--- config.mk ---
export PLATFORM = sky130hd
export DESIGN_NAME = digit_timer_renderer
export DESIGN_NICKNAME = d
export VERILOG_FILES = /design/src/rtl/digit_timer_renderer.sv
export SDC_FILE = /design/constraint.sdc
export NUM_CORES = 1
export LEC_CHECK = 0
export ABC_AREA = 1
export BUFFER_PORTS_ARGS = -buffer_cell sky130_fd_sc_hd__clkbuf_2
export CORE_MARGIN = 4
export CORE_UTILIZATION = 52
export DETAILED_ROUTE_END_ITERATION = 7
export HOLD_SLACK_MARGIN = 0.15
export PLACE_DENSITY = 0.94
export SLEW_MARGIN = 20
export SYNTH_ARGS = -nofsm -noshare
export SYNTH_HDL_FRONTEND = slang
export SYNTH_SLANG_ARGS = --single-unit
--- constraint.sdc ---
create_clock -name Clk -period 3.26 [get_ports Clk]
set_clock_uncertainty 0.05 [all_clocks]
set_input_delay 0.652 -clock Clk [delete_from_list [all_inputs] [get_ports Clk]]
set_output_delay 0.652 -clock Clk [all_outputs]
set_load 0.05 [all_outputs]
--- src/rtl/digit_timer_renderer.sv ---
// Two-digit BCD countdown timer with a two-stage sprite renderer.
// Decrements once per FRAMES_PER_SEC frame ticks; maps DrawX/DrawY to digit sprite texels.
module digit_timer_renderer #(
    parameter int         START_SECONDS  = 90,
    parameter int         FRAMES_PER_SEC = 60,
    parameter logic [9:0] X0             = 10'd288,
    parameter logic [9:0] Y0             = 10'd8,
    parameter logic [9:0] KEY_COLOR      = 10'd391
) (
    input  logic       Clk,
    input  logic       Reset_n,
    input  logic       frame_tick,
    input  logic       start,
    input  logic       pause,
    input  logic [9:0] DrawX,
    input  logic [9:0] DrawY,
    input  logic [9:0] sprite_pixel,
    output logic [3:0] sprite_digit,
    output logic [4:0] sprite_row,
    output logic [4:0] sprite_col,
    output logic       pixel_on,
    output logic [9:0] pixel_color,
    output logic [3:0] tens,
    output logic [3:0] ones,
    output logic       time_up
);

    localparam logic [3:0] TENS0 = 4'(START_SECONDS / 10);
    localparam logic [3:0] ONES0 = 4'(START_SECONDS % 10);
    localparam int FW = (FRAMES_PER_SEC > 1) ? $clog2(FRAMES_PER_SEC) : 1;
    localparam logic [FW-1:0] FLAST = FW'(FRAMES_PER_SEC - 1);

    typedef enum logic [1:0] {IDLE, RUN, PAUSED, EXPIRED} state_t;

    state_t        state;
    logic [FW-1:0] fcnt;
    logic [3:0]    tens_nx;
    logic [3:0]    ones_nx;
    logic          zero_nx;

    // Saturating BCD decrement: 00 stays 00.
    always_comb begin
        tens_nx = tens;
        ones_nx = ones;
        if (ones != 4'd0) begin
            ones_nx = ones - 4'd1;
        end else if (tens != 4'd0) begin
            ones_nx = 4'd9;
            tens_nx = tens - 4'd1;
        end
    end

    assign zero_nx = (tens_nx == 4'd0) && (ones_nx == 4'd0);

    always_ff @(posedge Clk) begin
        if (!Reset_n) begin
            state   <= IDLE;
            tens    <= TENS0;
            ones    <= ONES0;
            fcnt    <= '0;
            time_up <= 1'b0;
        end else begin
            time_up <= (state == EXPIRED);
            if (start) begin
                state <= RUN;
                tens  <= TENS0;
                ones  <= ONES0;
                fcnt  <= '0;
            end else if (pause) begin
                case (state)
                    RUN:     state <= PAUSED;
                    PAUSED:  state <= RUN;
                    default: state <= state;
                endcase
            end else if (frame_tick && state == RUN) begin
                if (fcnt == FLAST) begin
                    fcnt <= '0;
                    tens <= tens_nx;
                    ones <= ones_nx;
                    if (zero_nx) begin
                        state <= EXPIRED;
                    end
                end else begin
                    fcnt <= fcnt + FW'(1);
                end
            end
        end
    end

    logic [9:0] dx;
    logic [9:0] dy;
    logic       in_y;
    logic       in_t;
    logic       in_o;
    logic       hit;

    // Offsets wrap when left/above the origin, so the >= checks reject those.
    assign dx   = DrawX - X0;
    assign dy   = DrawY - Y0;
    assign in_y = (DrawY >= Y0) && (dy < 10'd24);
    assign in_t = (DrawX >= X0) && (dx < 10'd32);
    assign in_o = (DrawX >= X0) && (dx >= 10'd32) && (dx < 10'd64);

    always_ff @(posedge Clk) begin
        if (!Reset_n) begin
            hit          <= 1'b0;
            sprite_digit <= 4'd0;
            sprite_row   <= 5'd0;
            sprite_col   <= 5'd0;
            pixel_on     <= 1'b0;
            pixel_color  <= 10'd0;
        end else begin
            if (in_y && (in_t || in_o)) begin
                hit          <= 1'b1;
                sprite_digit <= in_t ? tens : ones;
                sprite_row   <= dy[4:0];
                sprite_col   <= dx[4:0];
            end else begin
                hit          <= 1'b0;
                sprite_digit <= 4'd0;
                sprite_row   <= 5'd0;
                sprite_col   <= 5'd0;
            end
            if (hit && (sprite_pixel != KEY_COLOR)) begin
                pixel_on    <= 1'b1;
                pixel_color <= sprite_pixel;
            end else begin
                pixel_on    <= 1'b0;
                pixel_color <= 10'd0;
            end
        end
    end

endmodule

* Word-level counts from Yosys, hierarchy flattened
Cells that the tools add are included.
** Word-level totals
- Flip-flop bits (word level) :: 43
- Bits in latches :: 0
- Bits in writable memories :: 0
- Memory bits (read-only) :: 0
- Output and inout bits :: 34
- Logic and storage cells :: 72
- Memories :: 0
** Cells by class
- Add/subtract/negate cells :: 5
- Multiply operators :: 0
- Divide/modulo/power cells :: 0
- Magnitude comparators :: 6
- Equal/unequal tests :: 7
- Shift operators :: 0
- Muxes and demuxes :: 14
- Bitwise operators :: 2
- Reduce and logical (&&, ||, !) cells :: 26
** Operators with widths (count)
- $mux W4 :: 5
- $ge A10 B4 Y1 const B :: 1
- $ge A10 B6 Y1 const B :: 1
- $ge A10 B9 Y1 const B :: 1
- $lt A10 B5 Y1 const B :: 1
- $lt A10 B6 Y1 const B :: 1
- $lt A10 B7 Y1 const B :: 1
- $ne A10 B9 Y1 const B :: 1
- $sub A10 B4 Y10 const B :: 1
- $sub A10 B9 Y10 const B :: 1
- $reduce_bool A3 Y1 :: 3
- $logic_and A1 B1 Y1 :: 8
- $logic_not A4 Y1 :: 2
- $mux W2 :: 4
- $reduce_and A4 Y1 :: 2
- $reduce_bool A4 Y1 :: 2
- $sub A4 B1 Y4 const B :: 2
- $add A6 B1 Y6 const B :: 1
- $eq A6 B6 Y1 const B :: 1
- $mux W6 :: 1
- $reduce_and A2 Y1 :: 3
- $reduce_bool A2 Y1 :: 3
- $eq A2 B2 Y1 const B :: 2
- $ne A4 B2 Y1 const B :: 1
- 8 further kinds :: 11

* Logic depth before layout (Yosys ltp)
- Depth after elaboration :: 10
- Mapped depth :: 14

* Least setup slack after synthesis
OpenSTA, ideal clock, no wires.
- Path type :: flip-flop to flip-flop
- Start :: register ones[0]
- End :: register state[0]
- Library setup time :: 0.109 ns
- Arrival :: 1.744 ns
- Required time :: 3.101 ns
- Setup slack :: 1.357 ns
- Stages on the path, launching flop included :: 13
- Cells stage by stage :: dfxtp_1 > inv_1 > ha_1 > nand2_2 > nor2_4 > nand2_4 > nand2_1 > nand3_1 > nor2_1 > nand2_1 > nand3_1 > nand2_1 > inv_1
** Between the ends
- Cells in the longest elaborated chain, start to end :: 6
- Elaborated cells between the ends (all ways) :: 10
- Those cells by class :: 1 x add/sub; 3 x mux; 6 x reduce/logical
** RTL lines
- start: declaration :: line 24 : output logic [3:0] ones,
- start signal: assignment :: line 79 : ones <= ones_nx;
- $sub A4 B1 Y4, or another cell as far along :: line 46 : ones_nx = ones - 4'd1;
- $mux W4 :: line 45 : if (ones != 4'd0) begin
- $logic_not A4 Y1 :: line 53 : assign zero_nx = (tens_nx == 4'd0) && (ones_nx == 4'd0);
- $logic_and A1 B1 Y1 (*) :: line 53
- $reduce_bool A3 Y1 (no line) (*)
- $reduce_and A4 Y1 (no line) (*)
- end signal: assignment :: line 73 : default: state <= state;
- end: declaration :: line 35 : state_t state;
Every way passes the cells marked *; elsewhere a longest branch is shown, timed or not.
A chain may end at the register's enable or synchronous reset.

* Worst setup path in the final report
- Start :: input port DrawY[3]
- End :: register sprite_digit[2]
** Between the ends
- Cells in the longest elaborated chain, start to end :: 5
- Elaborated cells between the ends (all ways) :: 6
- Those cells by class :: 1 x add/sub; 2 x order compare; 3 x reduce/logical
** RTL lines
- start: declaration :: line 16 : input logic [9:0] DrawY,
- $sub A10 B4 Y10 :: line 99 : assign dy = DrawY - Y0;
- net dy[3] :: line 91 : logic [9:0] dy;
- $lt A10 B5 Y1 :: line 100 : assign in_y = (DrawY >= Y0) && (dy < 10'd24);
- $logic_and A1 B1 Y1 :: line 100
- $logic_and A1 B1 Y1 :: line 113 : if (in_y && (in_t || in_o)) begin
- $reduce_and A2 Y1 (no line)
- end signal: assignment :: line 115 : sprite_digit <= in_t ? tens : ones;
- end: declaration :: line 18 : output logic [3:0] sprite_digit,
The timed path passes the listed nets, and every way through them passes these cells.

==> impl_metrics.py <==
metrics = {
    "status": {
        "status": "complete, no violations",
    },
    "power_and_ir_drop": {
        "peakVddDrop_mv": 0.277,
        "p_int_uw": 784,
        "power_uw": 1010,
        "p_leak_uw": 0.00134,
        "p_sw_share_pct": 22.3,
        "p_per_area_mw_per_mm2": 418,
        "power.share.combinational_pct": 6.6,
        "pwr-share-seq_pct": 52.4,
        "p_switching_uw": 225,
        "pwr-share-clk_pct": 41.0,
    },
    "clock_tree": {
        "clk_path_buf_depth": 2,
        "clk_pin_slew_ns": 0.09,
        "cts_inserted_buffers": 5,
        "cts_setup_buffers": 0,
        "insertion_delay_ns": 0.30,
        "cts_max_level": 2,
        "clockRootBuffer": "clkbuf_8",
        "cts_tree": "yes",
        "post_cts_resized": 0,
        "cts_sinks": 43,
        "cts_hold_buf": 0,
    },
    "setup_path": {
        "required_ns": 3.45,
        "crit_fanout": 11,
        "r2r_cells": 12,
        "rrSetupSlack_ns": 1.46,
        "reg2reg_from": "ones[0]",
        "end_kind": "flip-flop",
        "worstPathArrival_ns": 2.26,
        "startpoint_type": "input port",
        "timing.rr.end": "state[0]",
        "criticalPathCategory": "input port to flip-flop",
    },
    "route": {
        "met3_length_um": 282,
        "drt_wl_total_um": 4790,
        "drt-met1-wl_um": 1820,
        "drt_iter0_drc": 118,
        "num_vias": 1886,
        "wl_met2_um": 2580,
        "maxUsedRoutingLayer": "met4",
        "drtPass1Iterations": 5,
        "drcViolationCount": 0,
        "routedWlPerCell_um": 12.4,
        "viasPerCell": 4.90,
        "ant_nets": 0,
    },
    "die": {
        "rows": 21,
        "dieArea_mm2": 0.00470,
        "die_w_um": 68.6,
        "io_pins": 69,
        "coreArea_mm2": 0.00344,
        "initial_core_util_pct": 55.4,
        "die_h_um": 68.6,
    },
    "sta": {
        "maxSlewViolCount": 0,
        "fmax_ghz": 0.482,
        "fin_ws_ns": 1.19,
        "tns_ns": 0,
        "fin_crit_ns": 2.07,
        "tightest_slew_ns": 0.350,
        "finalSetupViolations": 0,
        "rsz0062_at_grt": "no",
        "finalCritPeriodShare_pct": 63.6,
        "slew_headroom_pct": 76.6,
        "hold_violations": 0,
    },
    "cells_and_area": {
        "layout_common_cells": "clkbuf_2, nor2_1, inv_1, nand2_1, dfxtp_1",
        "stdcell_count": 385,
        "final_layout_size_suffix_gt1_share_pct": 25.1,
        "area_delta_synth_final_pct": 26.5,
        "fin_nets": 381,
        "layout_commonest_cell": "clkbuf_2",
        "fin_area_mm2": 0.00241,
        "diodes": 0,
    },
    "synth": {
        "ys_ff_latch": 43,
        "syn_avg_cell_area_um2": 7.22,
        "netlist_top_cells_area": "dfxtp_1, nor2_1, inv_1",
        "yosysTopAreaCellShare_pct": 45.1,
        "syn_area_mm2": 0.00191,
        "synth_top_area_cell": "dfxtp_1",
        "yosysUniqueCellTypes": 27,
        "syn-num-nets": 307,
        "yosys_warnings": 0,
        "ys_seq_area_share_pct": 45.1,
        "synth_cells": 264,
    },
    "min_path": {
        "worstHoldStart": "hit",
        "worstHoldPathType": "flip-flop to flip-flop",
        "hold_depth": 2,
        "worst_hold_path.endpoint": "pixel_on",
    },
    "place": {
        "place_hpwl_um": 3640,
        "place_inst": 377,
        "placed_cell_area_mm2": 0.00230,
        "place_ws_ns": 1.08,
        "portBuffers": 68,
        "place.gp.congestion": 0.915,
    },
    "global_routing": {
        "grt_pass1_vias": 1735,
        "grt_antenna_before_repair": 0,
        "grt_overflow": 0,
        "grt_pass1_wl_um": 7380,
        "grt_max_degree": 15,
        "track_usage_pct": 21.0,
    },
    "flow_run": {
        "cap_violations": 0,
    },
}
final cells by class:
| type | instances | area, µm² |
|---|---|---|
| inverter | 52 | 195 |
| sequential | 43 | 861 |
| fill | 275 | 1030 |
| clock inverter | 3 | 43.8 |
| clock buffer | 5 | 68.8 |
| multi-input combinational | 168 | 846 |
| tap | 46 | 57.6 |
| timing repair buffer | 68 | 340 |
cells by family (layout without fill, tap and decap cells):
family                     after synthesis  in the layout  synth area share [%]
AOI/OAI and AO/OA                       22             22                  6.69
xor gates and xnor gates                 3              3                  1.38
adders and majority gates                8              8                  5.25
buffers and inverters                   53            128                  10.5
DFF                                     43             43                  45.1
and+or+nand+nor                        135            135                  31.0
state kept, by name, summed over array words and instances (netlist names):
register,flops
pixel_color,10
pixel_on,1
fcnt,6
time_up,1
ones,4
state,2
tens,4
sprite_row,5
sprite_digit,4
sprite_col,5
hit,1
critical path: stages:
cell      delay [ns]
clkbuf_2        0.10
inv_1           0.05
ha_1            0.20
xnor2_1         0.15
o21ai_0         0.15
nor3_1          0.28
nand2_1         0.29
inv_1           0.22
nand2_1         0.08
nor2_1          0.08
synthesized netlist by cell type (all sizes together):
cell    number
nor2        55
nand2       53
inv         51
dfxtp       43
nand3       14
a21oi        8
ha           8
nor3         5
o21ai        5
o22ai        4
nand4        3
a22oi        2
and2         2
nor4         2
xnor2        2
a211oi       1
buf          1
clkinv       1
o211ai       1
o21bai       1
or4          1
xor2         1
power groups by stage:
stage | sequential, µW | clock [µW] | combinational (µW)
floorplan | 542 | 0 | 31.1
global placement | 541 | 0 | 60.2
detailed placement | 541 | 0 | 64.2
CTS | 529 | 415 | 65.9
global route | 529 | 442 | 74.6
finish | 529 | 414 | 66.5
per-stage QoR:
step	util (%)	hold slack, ns
finish	70.1	0.422
detailed placement	66.8	0.389
floorplan	-	0.365
global placement	66.8	0.382
global route	70.1	0.454
CTS	70.1	0.412
worst max-delay path by stage:
| stage | startpoint | end | slack (ns) |
|---|---|---|---|
| after detailed placement | DrawX[5] | sprite_digit[2] | 1.08 |
| after floorplan | ones[0] | state[0] | 1.36 |
| after global routing | DrawY[3] | sprite_digit[0] | 1.08 |
| after CTS | DrawY[3] | sprite_digit[2] | 1.30 |
| final | DrawY[3] | sprite_digit[2] | 1.19 |
| after global placement | DrawX[5] | sprite_digit[0] | 1.15 |
routing by layer:
metal | vias up | global-route usage [%]
met4 | 0 | 6.95
met1 | 841 | 23.3
met5 | - | 0
met3 | 14 | 4.38
li1 | 959 | -
met2 | 72 | 39.3
Power figures use the tool's default switching activity.
